===== src/rtl/stopwatch_ctrl.sv =====
// Stopwatch controller: synchronised, edge-detected buttons drive an IDLE/RUN/PAUSED/DONE
// FSM and a tick divider that paces an external two-digit counter. All outputs are registered.
module stopwatch_ctrl #(
  parameter int TICK_DIV = 50000000
) (
  input  logic       CLK,
  input  logic       rst,
  input  logic       btn_start,
  input  logic       btn_pause,
  input  logic       btn_clr,
  input  logic       ending,
  output logic       cnt_en,
  output logic       cnt_pause,
  output logic       cnt_clr,
  output logic [1:0] state,
  output logic       done
);
  typedef enum logic [1:0] {
    IDLE   = 2'b00,
    RUN    = 2'b01,
    PAUSED = 2'b10,
    DONE   = 2'b11
  } state_e;

  localparam int               DIV_W    = 26;
  localparam logic [DIV_W-1:0] DIV_LAST = DIV_W'(TICK_DIV - 1);
  localparam int               B_PAUSE  = 0;
  localparam int               B_START  = 1;
  localparam int               B_CLR    = 2;

  state_e           state_q, state_d;
  logic [DIV_W-1:0] div_q, div_d;
  logic [2:0]       sync1_q, sync1_d, sync2_q, sync2_d, sync3_q, sync3_d;
  logic [2:0]       arm_q, arm_d, btn_edge;
  logic [1:0]       fill_q, fill_d;
  logic             end_q, end_d, end_p_q, end_p_d;
  logic [1:0]       clr_h_q, clr_h_d;
  logic             init_q;
  logic             cnt_en_q, cnt_en_d, cnt_clr_q, cnt_clr_d;
  logic             cnt_pause_q, cnt_pause_d, done_q, done_d;
  logic             clr_edge_nxt, end_rise, tick_d;

  // A button is armed only once its synchroniser has held a genuine low sample
  // after reset, so a button held through reset never yields an edge.
  always_comb begin
    sync1_d      = {btn_clr, btn_start, btn_pause};
    sync2_d      = sync1_q;
    sync3_d      = sync2_q;
    fill_d       = {fill_q[0], 1'b1};
    arm_d        = arm_q | ({3{fill_q[1]}} & ~sync2_q);
    btn_edge     = sync2_q & ~sync3_q & arm_q;
    clr_edge_nxt = sync1_q[B_CLR] & ~sync2_q[B_CLR] & arm_d[B_CLR];
    end_d        = ending;
    end_p_d      = end_q;
    clr_h_d      = {clr_h_q[0], cnt_clr_q};
    end_rise     = end_q & ~end_p_q & ~(|clr_h_q);
  end

  always_comb begin
    state_d   = state_q;
    div_d     = div_q;
    cnt_clr_d = 1'b0;
    if (init_q) begin
      state_d   = IDLE;
      div_d     = '0;
      cnt_clr_d = 1'b1;
    end else if (btn_edge[B_CLR]) begin
      state_d   = IDLE;
      div_d     = '0;
      cnt_clr_d = 1'b1;
    end else begin
      unique case (state_q)
        IDLE: begin
          div_d = '0;
          if (btn_edge[B_START]) state_d = RUN;
        end
        RUN: begin
          div_d = (div_q == DIV_LAST) ? '0 : div_q + DIV_W'(1);
          if (end_rise) begin
            state_d = DONE;
            div_d   = '0;
          end else if (btn_edge[B_PAUSE] && !btn_edge[B_START]) begin
            state_d = PAUSED;
          end
        end
        PAUSED: begin
          if (btn_edge[B_START] || btn_edge[B_PAUSE]) state_d = RUN;
        end
        DONE: begin
          div_d = '0;
          if (btn_edge[B_START]) begin
            state_d   = RUN;
            cnt_clr_d = 1'b1;
          end
        end
        default: state_d = IDLE;
      endcase
    end
    // A tick right before a clear pulse is dropped so cnt_en never doubles up.
    tick_d      = (state_d == RUN) && (div_d == DIV_LAST) && ((TICK_DIV == 1) || !clr_edge_nxt);
    cnt_en_d    = cnt_clr_d | tick_d;
    cnt_pause_d = (state_d != RUN);
    done_d      = (state_d == DONE);
  end

  always_ff @(posedge CLK) begin
    if (rst) begin
      state_q     <= IDLE;
      div_q       <= '0;
      sync1_q     <= '0;
      sync2_q     <= '0;
      sync3_q     <= '0;
      arm_q       <= '0;
      fill_q      <= '0;
      end_q       <= 1'b0;
      end_p_q     <= 1'b0;
      clr_h_q     <= '0;
      init_q      <= 1'b1;
      cnt_en_q    <= 1'b0;
      cnt_clr_q   <= 1'b0;
      cnt_pause_q <= 1'b1;
      done_q      <= 1'b0;
    end else begin
      state_q     <= state_d;
      div_q       <= div_d;
      sync1_q     <= sync1_d;
      sync2_q     <= sync2_d;
      sync3_q     <= sync3_d;
      arm_q       <= arm_d;
      fill_q      <= fill_d;
      end_q       <= end_d;
      end_p_q     <= end_p_d;
      clr_h_q     <= clr_h_d;
      init_q      <= 1'b0;
      cnt_en_q    <= cnt_en_d;
      cnt_clr_q   <= cnt_clr_d;
      cnt_pause_q <= cnt_pause_d;
      done_q      <= done_d;
    end
  end

  assign cnt_en    = cnt_en_q;
  assign cnt_clr   = cnt_clr_q;
  assign cnt_pause = cnt_pause_q;
  assign state     = state_q;
  assign done      = done_q;
endmodule


===== config.mk =====
export PLATFORM = sky130hd
export DESIGN_NAME = stopwatch_ctrl
export DESIGN_NICKNAME = d
export VERILOG_FILES = /design/src/rtl/stopwatch_ctrl.sv
export SDC_FILE = /design/constraint.sdc
export NUM_CORES = 1
export LEC_CHECK = 0
export CAP_MARGIN = 20
export CORE_MARGIN = 4
export CORE_UTILIZATION = 56
export CTS_BUF_LIST = sky130_fd_sc_hd__clkbuf_16
export DETAILED_ROUTE_END_ITERATION = 6
export GPL_TIMING_DRIVEN = 0
export PLACE_DENSITY = 0.8
export SLEW_MARGIN = 20
export SYNTH_ARGS = -nofsm -noshare
export SYNTH_HDL_FRONTEND = slang
export SYNTH_SLANG_ARGS = --single-unit
export TNS_END_PERCENT = 20

===== constraint.sdc =====
create_clock -name CLK -period 6.85 [get_ports CLK]
set_clock_uncertainty 0.15 [all_clocks]
set_input_delay 1.37 -clock CLK [delete_from_list [all_inputs] [get_ports CLK]]
set_output_delay 1.37 -clock CLK [all_outputs]
set_load 0.005 [all_outputs]

### Word-level counts from Yosys, hierarchy flattened

Index checks and enable logic that the tools add are counted.

| word-level totals | value |
|---|---|
| bits in registers | 51 |
| input bits | 6 |
| output and inout bits | 6 |
| word-level logic and storage cells | 66 |

| cells by class | value |
|---|---|
| bitwise logic cells | 14 |
| equal/unequal tests | 8 |
| reductions and logical operators | 9 |
| muxes and demuxes | 18 |
| add/subtract/negate cells | 1 |

Operators by type and width:

| cell | count |
|---|---|
| two-way mux 26 bit | 4 |
| equality test 26 bit, second input constant | 2 |
| one-hot mux 26 bit (2 select lines) | 1 |
| adder 26 x 1 -> 26 bit, second input constant | 1 |
| two-way mux 2 bit | 6 |
| AND 3 bit | 3 |
| equality test 2 bit, second input constant | 3 |
| two-way mux 1 bit | 6 |
| NOT 3 bit | 2 |
| one-hot mux 2 bit (3 select lines) | 1 |
| AND 1 bit | 4 |
| equality test 2 x 1 -> 1 bit, second input constant | 2 |
| OR reduction 2 bit | 2 |
| logical AND 1 bit | 3 |
| NOT 1 bit | 3 |
| bitwise OR 3 bit | 1 |
| logical NOT 1 bit | 2 |
| logical NOT 2 bit | 1 |
| != test 2 x 1 -> 1 bit, second input constant | 1 |
| logical OR 1 bit | 1 |
| bitwise OR 1 bit | 1 |

### Longest topological paths before layout

Gate-level depths: netlist of the first run.

| logic depth | value |
|---|---|
| depth in word-level cells | 14 |
| gate-level depth with buffers | 11 |
| mapped depth without buffers | 9 |

### Worst setup path before layout of the first run

Ideal clock, no wire load.

| path | value |
|---|---|
| kind | register to register |
| start point | register state_q[0] (netlist: state[0]) |
| end point | register cnt_en_q (netlist: cnt_en) |
| period minus slack after synthesis | 2.962 ns |
| data required time | 6.616 ns |
| library setup time | 0.084 ns |
| path slack | 3.888 ns |
| cell stages (with the launch flop) | 10 |
| path buffers | 1 |
| arrival time | 2.728 ns |
| cells stage by stage | dfxtp_1 > inv_1 > ha_1 > buf_6 > nor3_1 > nand3_1 > xnor2_1 > or4_1 > or4_1 > o31ai_2 |

| on the way | value |
|---|---|
| word-level cells in the longest chain between the ends | 9 |
| elaborated cells between the ends (all ways) | 23 |
| classes of those cells | eq/ne: 5; mux: 13; bitwise: 1; reduce/logical: 4 |

Ends and longest elaborated chain:

| item | line | text |
|---|---|---|
| start, declared | 31 | `state_e state_q, state_d;` |
| start signal, assigned | 124 | `state_q <= state_d;` |
| equality test 2 bit, or another cell as far along | 72 | `unique case (state_q)` |
| OR reduction 2 bit (no source line) or two-way mux 2 bit (tied branches) | n/a |  |
| one-hot mux 26 bit (2 select lines) or one-hot mux 2 bit (3 select lines) (tied branches) | 72 |  |
| two-way mux 26 bit or two-way mux 2 bit (tied branches) | 67 | `end else if (btn_edge[B_CLR]) begin` |
| two-way mux 26 bit or two-way mux 2 bit (tied branches) | 63 | `if (init_q) begin` |
| equality test 26 bit or equality test 2 x 1 -> 1 bit (tied branches) | 100 | `tick_d = (state_d == RUN) && (div_d == DIV_LAST) && ((TICK_DIV == 1) \|\| !clr_edge_nxt);` |
| logical AND 1 bit (2 in a row) | 100 |  |
| bitwise OR 1 bit * | 101 | `cnt_en_d = cnt_clr_d \| tick_d;` |
| end signal, assigned | 135 | `cnt_en_q <= cnt_en_d;` |
| end, declared | 39 | `logic cnt_en_q, cnt_en_d, cnt_clr_q, cnt_clr_d;` |

Mark *: on every way between the ends. The rest lies on a longest branch, timed or not.
A chain may end at the register's enable or synchronous reset.

### Worst setup path in the final report of the first run

| path | value |
|---|---|
| start point | register div_q[0] |
| end point | register cnt_en_q (netlist: cnt_en) |

| on the way | value |
|---|---|
| word-level cells in the longest chain between the ends | 10 |
| elaborated cells between the ends (all ways) | 11 |
| classes of those cells | add/sub: 1; eq/ne: 2; mux: 5; bitwise: 1; reduce/logical: 2 |

Ends and longest elaborated chain:

| item | line | text |
|---|---|---|
| start, declared | 32 | `logic [DIV_W-1:0] div_q, div_d;` |
| start signal, assigned | 125 | `div_q <= div_d;` |
| adder 26 x 1 -> 26 bit or equality test 26 bit (tied branches) | 78 | `div_d = (div_q == DIV_LAST) ? '0 : div_q + DIV_W'(1);` |
| two-way mux 26 bit | 78 |  |
| two-way mux 26 bit | 79 | `if (end_rise) begin` |
| one-hot mux 26 bit (2 select lines) * | 72 |  |
| two-way mux 26 bit * | 67 |  |
| two-way mux 26 bit * | 63 |  |
| equality test 26 bit * | 100 |  |
| logical AND 1 bit * (2 in a row) | 100 |  |
| bitwise OR 1 bit * | 101 |  |

Marked as above.

==> results.md, run 1 <==
* Reg2reg setup slack at 3.36 ns
* Register Area at 1021 sq um
* Pwr dens at 211.9 nW/um^2
* Pin count of the biggest net entering global routing at 17
* Hold EP: sync2_q[1]$_SDFF_PP0_
* Fillers at 348
* CTS tree: yes
* FMAX at 286.8 MHz
* Met1 Wirelength at 2596 um
* Synth warn at 0
* Int Power at 0.4839 mW
* Worst flop-to-flop path endpoint: cnt_en$_SDFF_PP0_
* Routed WL at 6023 um
* Layout area overhead at 13.48%
* WL/cell at 16.32 um
* Multi-input gate area at 1391 sq um
* Async set-reset flop share out of synthesis at 0%
* Root buffer cell: clkbuf_16
* # setup viols final at 0
* Total CTS buffers at 5
* Critical Path RT at 6.91 ns
* I/O pin cnt at 12
* Hold WC Path Type: reg -> reg
* Maxcap violations at 0
* Post-layout minimum cycle time at 3.487 ns
* Max IR drop VDD at 0.1666 mV
* Post-synthesis xor/xnor area fraction at 4.823%
* First-pass GRT wire length at 10,070 um
* Startpoint types: flip-flop
* Hold path depth at 1
* Die X at 75.38 um
* Clock transition at the registers of the reported paths at 0.07 ns
* DIE AREA at 5682 sq um
* CP Capture Type: flip-flop
* Post-Syn Area at 2542 sq um
* Simple-Gate Fraction of Synth Area at 32.58%
* TNS Setup at 0 ns
* Htree depth at 2
* CORE AREA at 4384 sq um
* Final ANT Viol Nets at 0
* Vias at 2,290
* Primary FF master, synth: dfxtp_1
* CP Max Fanout at 8
* Switching pwr at 0.1274 mW
* Post CTS Setup Buffer Count at 0
* Row cnt at 24
* Flops & latches, synth at 51
* Number of flops mapped to enable cells by yosys at 0
* GRT Residual Overflow at 0
* Crit Path Category: reg -> reg
* Least-Margin Pin Slew at 0.8085 ns
* Synth Instances at 298
* Final Hold Fails at 0
* Slew margin rel. at 45.69%
* Initial core utilization at 57.99%
* Share of layout cells above drive strength 1 at 7.571%
* Max clock buf depth at 2
* # hold bufs at CTS at 0
* Main combinational cell family by area after synthesis: simple AND/OR/NAND/NOR gates
* Wire length on met2 at 2784 um
* Distinct cell type count after synthesis at 56
* Pre-CTS setup slack at 3.171 ns
* Startpoint of the worst hold path: sync1_q[1]$_SDFF_PP0_
* Post-cts resize count at 0
* Clock latency on the worst-skew pair at 0.29 ns
* Final nets at 327
* Sequential element share of the synthesized area at 40.16%
* Fin worst setup slack at 3.363 ns
* Worst r2r src: div_q[0]$_SDFF_PP0_
* GRT Total Usage at 23.36%
* Post-synthesis mux area share at 0%
* Pins over their slew limit at 0
* LEAKAGE at 0.9590 nW
* Pre-Repair DR Iteration Count at 5
* RD Place Congestion at 0.9602
* Comb pwr share at 3.0%
* Antenna violations before repair at 0
* Syn nets at 309
* Clk pwr share at 47.0%
* Avg Vias per Cell at 6.206
* DIE HEIGHT at 75.38 um
* Top Metal Used: met4
* PortBufs at 11
* # DRC at 0
* Unrepaired setup endpoints after global routing: no
* Synth Area in Adders at 2.461%
* Met3 WL post-DR at 429 um
* Drt initial violations at 220
* Complex-gate fraction of the synthesized area at 14.86%
* Clock sinks at 51
* Status: completed
* Reg power frac at 50.0%
* CP arrival at 3.55 ns
* Switching share of power at 20.84%
* Number of global-route vias before repair at 2,128
* Ant diodes at 0
* Fin crit share at 50.90%
* Worst reg-to-reg path cell count at 8
* Average size of a mapped cell at 8.532 sq um
* DP HPWL at 4249 um
-- through the flow --
stage | cell area, sq um | utilization (%) | cells | hold WS [ns] | power, mW
2_1_floorplan | 2542 | - | 298 | 0.2638 | 0.3222
3_3_place_gp | 2718 | 61.99 | 361 | 0.2723 | 0.3299
3_5_place_dp | 2718 | 61.99 | 361 | 0.2778 | 0.3307
4_1_cts | 2885 | 65.81 | 369 | 0.2934 | 0.6124
5_1_grt | 2885 | 65.81 | 369 | 0.3041 | 0.6272
6_report | 2885 | 65.81 | 369 | 0.2888 | 0.6113
-- worst max-delay path, stage by stage, from the launching register on --
cell	delay (ns)
dfxtp_1	0.47
ha_1	0.28
nand3_1	0.17
nor3_1	0.70
nand3_1	0.18
xnor2_1	0.17
or4_1	0.46
or4_1	0.57
o31ai_2	0.25
-- Yosys cell counts (3+ instances only) --
cell / n / area (sq um)
a32oi_1: 3 / 26.28
nand2_1: 25 / 93.84
ha_1: 5 / 62.56
a21oi_1: 18 / 90.09
nand3_1: 13 / 65.06
nand4_1: 7 / 43.79
clkbuf_1: 6 / 22.52
nor2b_1: 17 / 106.4
xor2_1: 6 / 52.55
nor3b_1: 3 / 22.52
nor2_1: 36 / 135.1
a31o_2: 3 / 26.28
and4_1: 3 / 26.28
dfxtp_1: 51 / 1021
xnor2_1: 8 / 70.07
inv_1: 16 / 60.06
nor4b_1: 3 / 26.28
nor4_1: 7 / 43.79
a21o_1: 3 / 22.52
a31oi_1: 5 / 31.28
nand3b_1: 3 / 22.52
o21ai_0: 6 / 30.03
and3_1: 5 / 31.28
nand4b_1: 3 / 26.28
-- power by group through the flow --
stage / Clock [mW] / Combinational, mW / Sequential (mW)
6_report: 0.287 / 0.0185 / 0.305
5_1_grt: 0.300 / 0.0206 / 0.306
4_1_cts: 0.288 / 0.0186 / 0.305
3_5_place_dp: 0 / 0.0184 / 0.312
3_3_place_gp: 0 / 0.0179 / 0.312
2_1_floorplan: 0 / 0.0106 / 0.312
-- registers in the layout, summed over array words and instances (netlist names), 2 cells and up --
register and count:
arm_q 3, clr_h_q 2, fill_q 2, state 2
div_q 26, sync1_q 3, sync2_q 3, sync3_q 3
-- metal layers --
layer | vias up | GRT usage [%]
met5 | - | 0
li1 | 1096 | -
met3 | 24 | 6.860
met1 | 1060 | 30.07
met4 | 0 | 10.87
met2 | 110 | 36.05
-- area by class of cell --
type	instances	area share (%)
multi-input cells	220	48.22
clock inverters	3	1.474
well taps	52	2.255
clock buffers	5	4.337
plain buffers	11	2.428
repair buffers	11	3.816
inverters	16	2.082
flip-flops and latches	51	35.39
-- how the worst max path moves through the flow --
| stage | cells past startpoint | slack, ns | endpoint | from |
|---|---|---|---|---|
| 2_1_floorplan | 9 | 3.89 | cnt_en$_SDFF_PP0_ | state[0]$_SDFF_PP0_ |
| 3_3_place_gp | 7 | 3.19 | cnt_en$_SDFF_PP0_ | rst |
| 3_5_place_dp | 7 | 3.17 | cnt_en$_SDFF_PP0_ | rst |
| 4_1_cts | 8 | 3.35 | cnt_en$_SDFF_PP0_ | div_q[0]$_SDFF_PP0_ |
| 5_1_grt | 8 | 3.16 | cnt_en$_SDFF_PP0_ | div_q[0]$_SDFF_PP0_ |
| 6_report | 8 | 3.36 | cnt_en$_SDFF_PP0_ | div_q[0]$_SDFF_PP0_ |
-- layout by cell type (no fill, tap or decap), types with 3 or more instances in the layout --
| cell | count |
|---|---|
| clkbuf_1 | 6 |
| nand4b_1 | 3 |
| dfxtp_1 | 51 |
| ha_1 | 5 |
| nor4_1 | 7 |
| xnor2_1 | 8 |
| a21o_1 | 3 |
| clkdlybuf4s50_1 | 11 |
| clkbuf_16 | 5 |
| a21oi_1 | 18 |
| and4_1 | 3 |
| xor2_1 | 6 |
| inv_1 | 16 |
| a31oi_1 | 5 |
| nand2_1 | 25 |
| o21ai_0 | 6 |
| nand3b_1 | 3 |
| nand3_1 | 13 |
| a31o_2 | 3 |
| nor2b_1 | 17 |
| and3_1 | 5 |
| nor3b_1 | 3 |
| nor2_1 | 36 |
| nor4b_1 | 3 |
| nand4_1 | 7 |
| a32oi_1 | 3 |
-- logic make-up after synthesis --
kind of cell / after synthesis
buffers and inverters: 27
adder cells (fa/ha/maj): 5
AND/OR/NAND/NOR: 145
flip-flops: 51
AO/OA/AOI/OAI: 56
XOR/XNOR: 14
(Power assumes the default switching activity.)
==> run 2, diff against run 1 <==
==> constraint.sdc (replaced) <==
create_clock -name CLK -period 3.31 [get_ports CLK]
set_clock_uncertainty 0.15 [all_clocks]
set_input_delay 0.662 -clock CLK [delete_from_list [all_inputs] [get_ports CLK]]
set_output_delay 0.662 -clock CLK [all_outputs]
set_load 0.005 [all_outputs]
==> results.md, run 2 (synthesized netlist as in run 1, its figures left out) <==
* Status: completed
* Non-Filler Instances at 369 (unchanged)
* Final Util at 66.47% (+0.66 points)
* CP arrival at 3.27 ns (-0.28 ns)
* Avg Vias per Cell at 6.152 (-0.87%)
* Biggest register: div_q
* CTS tree: yes
* # DRC at 0 (unchanged)
* GRT Residual Overflow at 0 (unchanged)
* Clock sinks at 51 (unchanged)
* Fin crit share at 96.96% (+46 points)
* First-pass GRT wire length at 10,110 um (+0.34%)
* Critical path launch point: state[0]$_SDFF_PP0_
* GRT Total Usage at 23.49% (+0.14 points)
* Vias at 2,270 (-0.87%)
* Critical Path RT at 3.37 ns (-3.54 ns)
* Crit Path Category: reg -> reg
* Cells after DPL at 361 (unchanged)
* Slowest-stage cell, CP: or4_1
* PortBufs at 11 (unchanged)
* Slew margin rel. at 49.87% (+4.2 points)
* Max reg flops at 26 (unchanged)
* Slowest Stage Delay on Critical Path at 0.57 ns (-0.13 ns)
* Initial core utilization at 57.99% (unchanged)
* TNS Setup at 0 ns (unchanged)
* Max clock buf depth at 2 (unchanged)
* Pre-Repair DR Iteration Count at 5 (unchanged)
* DIE HEIGHT at 75.38 um (unchanged)
* Critical Path End: cnt_en$_SDFF_PP0_
* Reg2reg setup slack at 0.10 ns (-3.26 ns)
* Total CTS buffers at 5 (unchanged)
* Startpoint types: flip-flop
* Multi-input gate area at 1419 sq um (+2.0%)
* Maxcap violations at 0 (unchanged)
* # setup viols final at 0 (unchanged)
* CORE AREA at 4384 sq um (unchanged)
* Fin area at 2914 sq um (+1.0%)
* Die X at 75.38 um (unchanged)
* Post-layout minimum cycle time at 3.209 ns (-0.2773 ns)
* Worst r2r src: state[0]$_SDFF_PP0_
* Most frequent cells in the layout: dfxtp_1, nor2_1, nand2_1, a21oi_1, nor2b_1
* Commonest non-fill, non-tap cell in the layout: dfxtp_1
* Stages on worst setup path at 10 (+2)
* Ant diodes at 0 (unchanged)
* Clock transition at the registers of the reported paths at 0.07 ns (about the same)
* Row cnt at 24 (unchanged)
* Worst reg-to-reg path cell count at 10 (+2)
* Final nets at 327 (unchanged)
* DP HPWL at 4249 um (unchanged)
* Cells along the critical path: inv_1, ha_1, buf_6, inv_1, nand3_1, nor4_1, a31oi_1, or4_1, or4_1, o31ai_2
* Post-DP Area at 2718 sq um (unchanged)
* Drt initial violations at 232 (+5.5%)
* LEAKAGE at 0.9546 nW (-0.46%)
* Final ANT Viol Nets at 0 (unchanged)
* Crit path buffers/inverters at 3 (+3)
* Share of layout cells above drive strength 1 at 9.148% (+1.6 points)
* Clock latency on the worst-skew pair at 0.29 ns (about the same)
* DIE AREA at 5682 sq um (unchanged)
* Layout area overhead at 14.62%
* Number of global-route vias before repair at 2,129 (+0.047%)
* Register Area at 1021 sq um (unchanged)
* Antenna violations before repair at 0 (unchanged)
* I/O pin cnt at 12 (unchanged)
* Htree depth at 2 (unchanged)
* Hold WS at 0.2887 ns (-0.00006000 ns)
* CP Capture Type: flip-flop
* WL/cell at 16.29 um (-0.22%)
* RD Place Congestion at 0.9602 (unchanged)
* Final Hold Fails at 0 (unchanged)
* Pins over their slew limit at 0 (unchanged)
* Max IR drop VDD at 0.3431 mV (+110%)
* Root buffer cell: clkbuf_16
* Hold WC Path Type: reg -> reg
* Least-Margin Pin Slew at 0.7457 ns (-0.06272 ns)
* Worst flop-to-flop path endpoint: cnt_en$_SDFF_PP0_
* Fillers at 340 (-2.3%)
* Pwr dens at 433.4 nW/um^2 (+100%)
* CP Max Fanout at 10 (+2)
* FMAX at 311.6 MHz (+8.6%)
* Pin count of the biggest net entering global routing at 17 (unchanged)
* Family with the most delay on the worst path: simple AND/OR/NAND/NOR gates
* Unrepaired setup endpoints after global routing: yes
* Routed WL at 6010 um (-0.22%)
-- run 2: cell counts in the layout (fill, tap and decap cells not counted) --
No cell type changed its count.
-- run 2: final cells by class --
type	count	share of cell area [%]
plain buffers	11	2.447
clock buffers	5	4.294
clock inverters	3	1.460
inverters	16	2.061
multi-input cells	220	48.69
flip-flops and latches	51	35.04
well taps	52	2.233
repair buffers	11	3.778
-- run 2: repair_timing --
item,CTS,global route
endpoints found under the setup margin,3,11
hold buffers,0,0
gates resized for setup,2,5
buffers inserted,0,0
gates cloned,0,0
-- run 2: worst min path at each step --
stage | from | to | slack, ns | cells after the start
global placement | sync1_q[0]$_SDFF_PP0_ | sync2_q[0]$_SDFF_PP0_ | 0.27 | 1
floorplan | fill_q[0]$_DFF_P_ | fill_q[1]$_SDFF_PP0_ | 0.26 | 1
CTS | sync1_q[1]$_SDFF_PP0_ | sync2_q[1]$_SDFF_PP0_ | 0.29 | 1
global route | sync1_q[1]$_SDFF_PP0_ | sync2_q[1]$_SDFF_PP0_ | 0.30 | 1
finish | sync1_q[1]$_SDFF_PP0_ | sync2_q[1]$_SDFF_PP0_ | 0.29 | 1
detailed placement | sync1_q[1]$_SDFF_PP0_ | sync2_q[1]$_SDFF_PP0_ | 0.28 | 1
-- run 2: where the power goes --
part           internal [mW]  leakage, nW  switching (mW)  total, mW
clock                  0.357       0.0818           0.235      0.592
combinational         0.0185        0.457          0.0199     0.0384
sequential             0.626        0.415         0.00612      0.632
-- run 2: through the flow --
stage	power, mW	setup slack [ns]
after floorplan	0.6668	0.3480
after global placement	0.6828	-0.1318
after detailed placement	0.6844	-0.1021
after CTS	1.267	0.08280
after global routing	1.298	-0.01127
final	1.263	0.1006
-- run 2: routing by layer --
metal  global-route usage (%)  vias to the layer above  wire [um]
li1                         -                     1102          -
met1                    29.82                     1039       2554
met2                    36.72                      101       2808
met3                    7.388                       28        437
met4                    10.29                        0        209
met5                        0                        -          0
-- run 2: worst reg2reg max path, delay by kind of cell (launching register included) --
| kind | cells | cell delay (ns) |
|---|---|---|
| compound gates | 2 | 0.40 |
| fa+ha+maj | 1 | 0.21 |
| buf+inv | 3 | 0.44 |
| flops | 1 | 0.46 |
| simple gates | 4 | 1.46 |
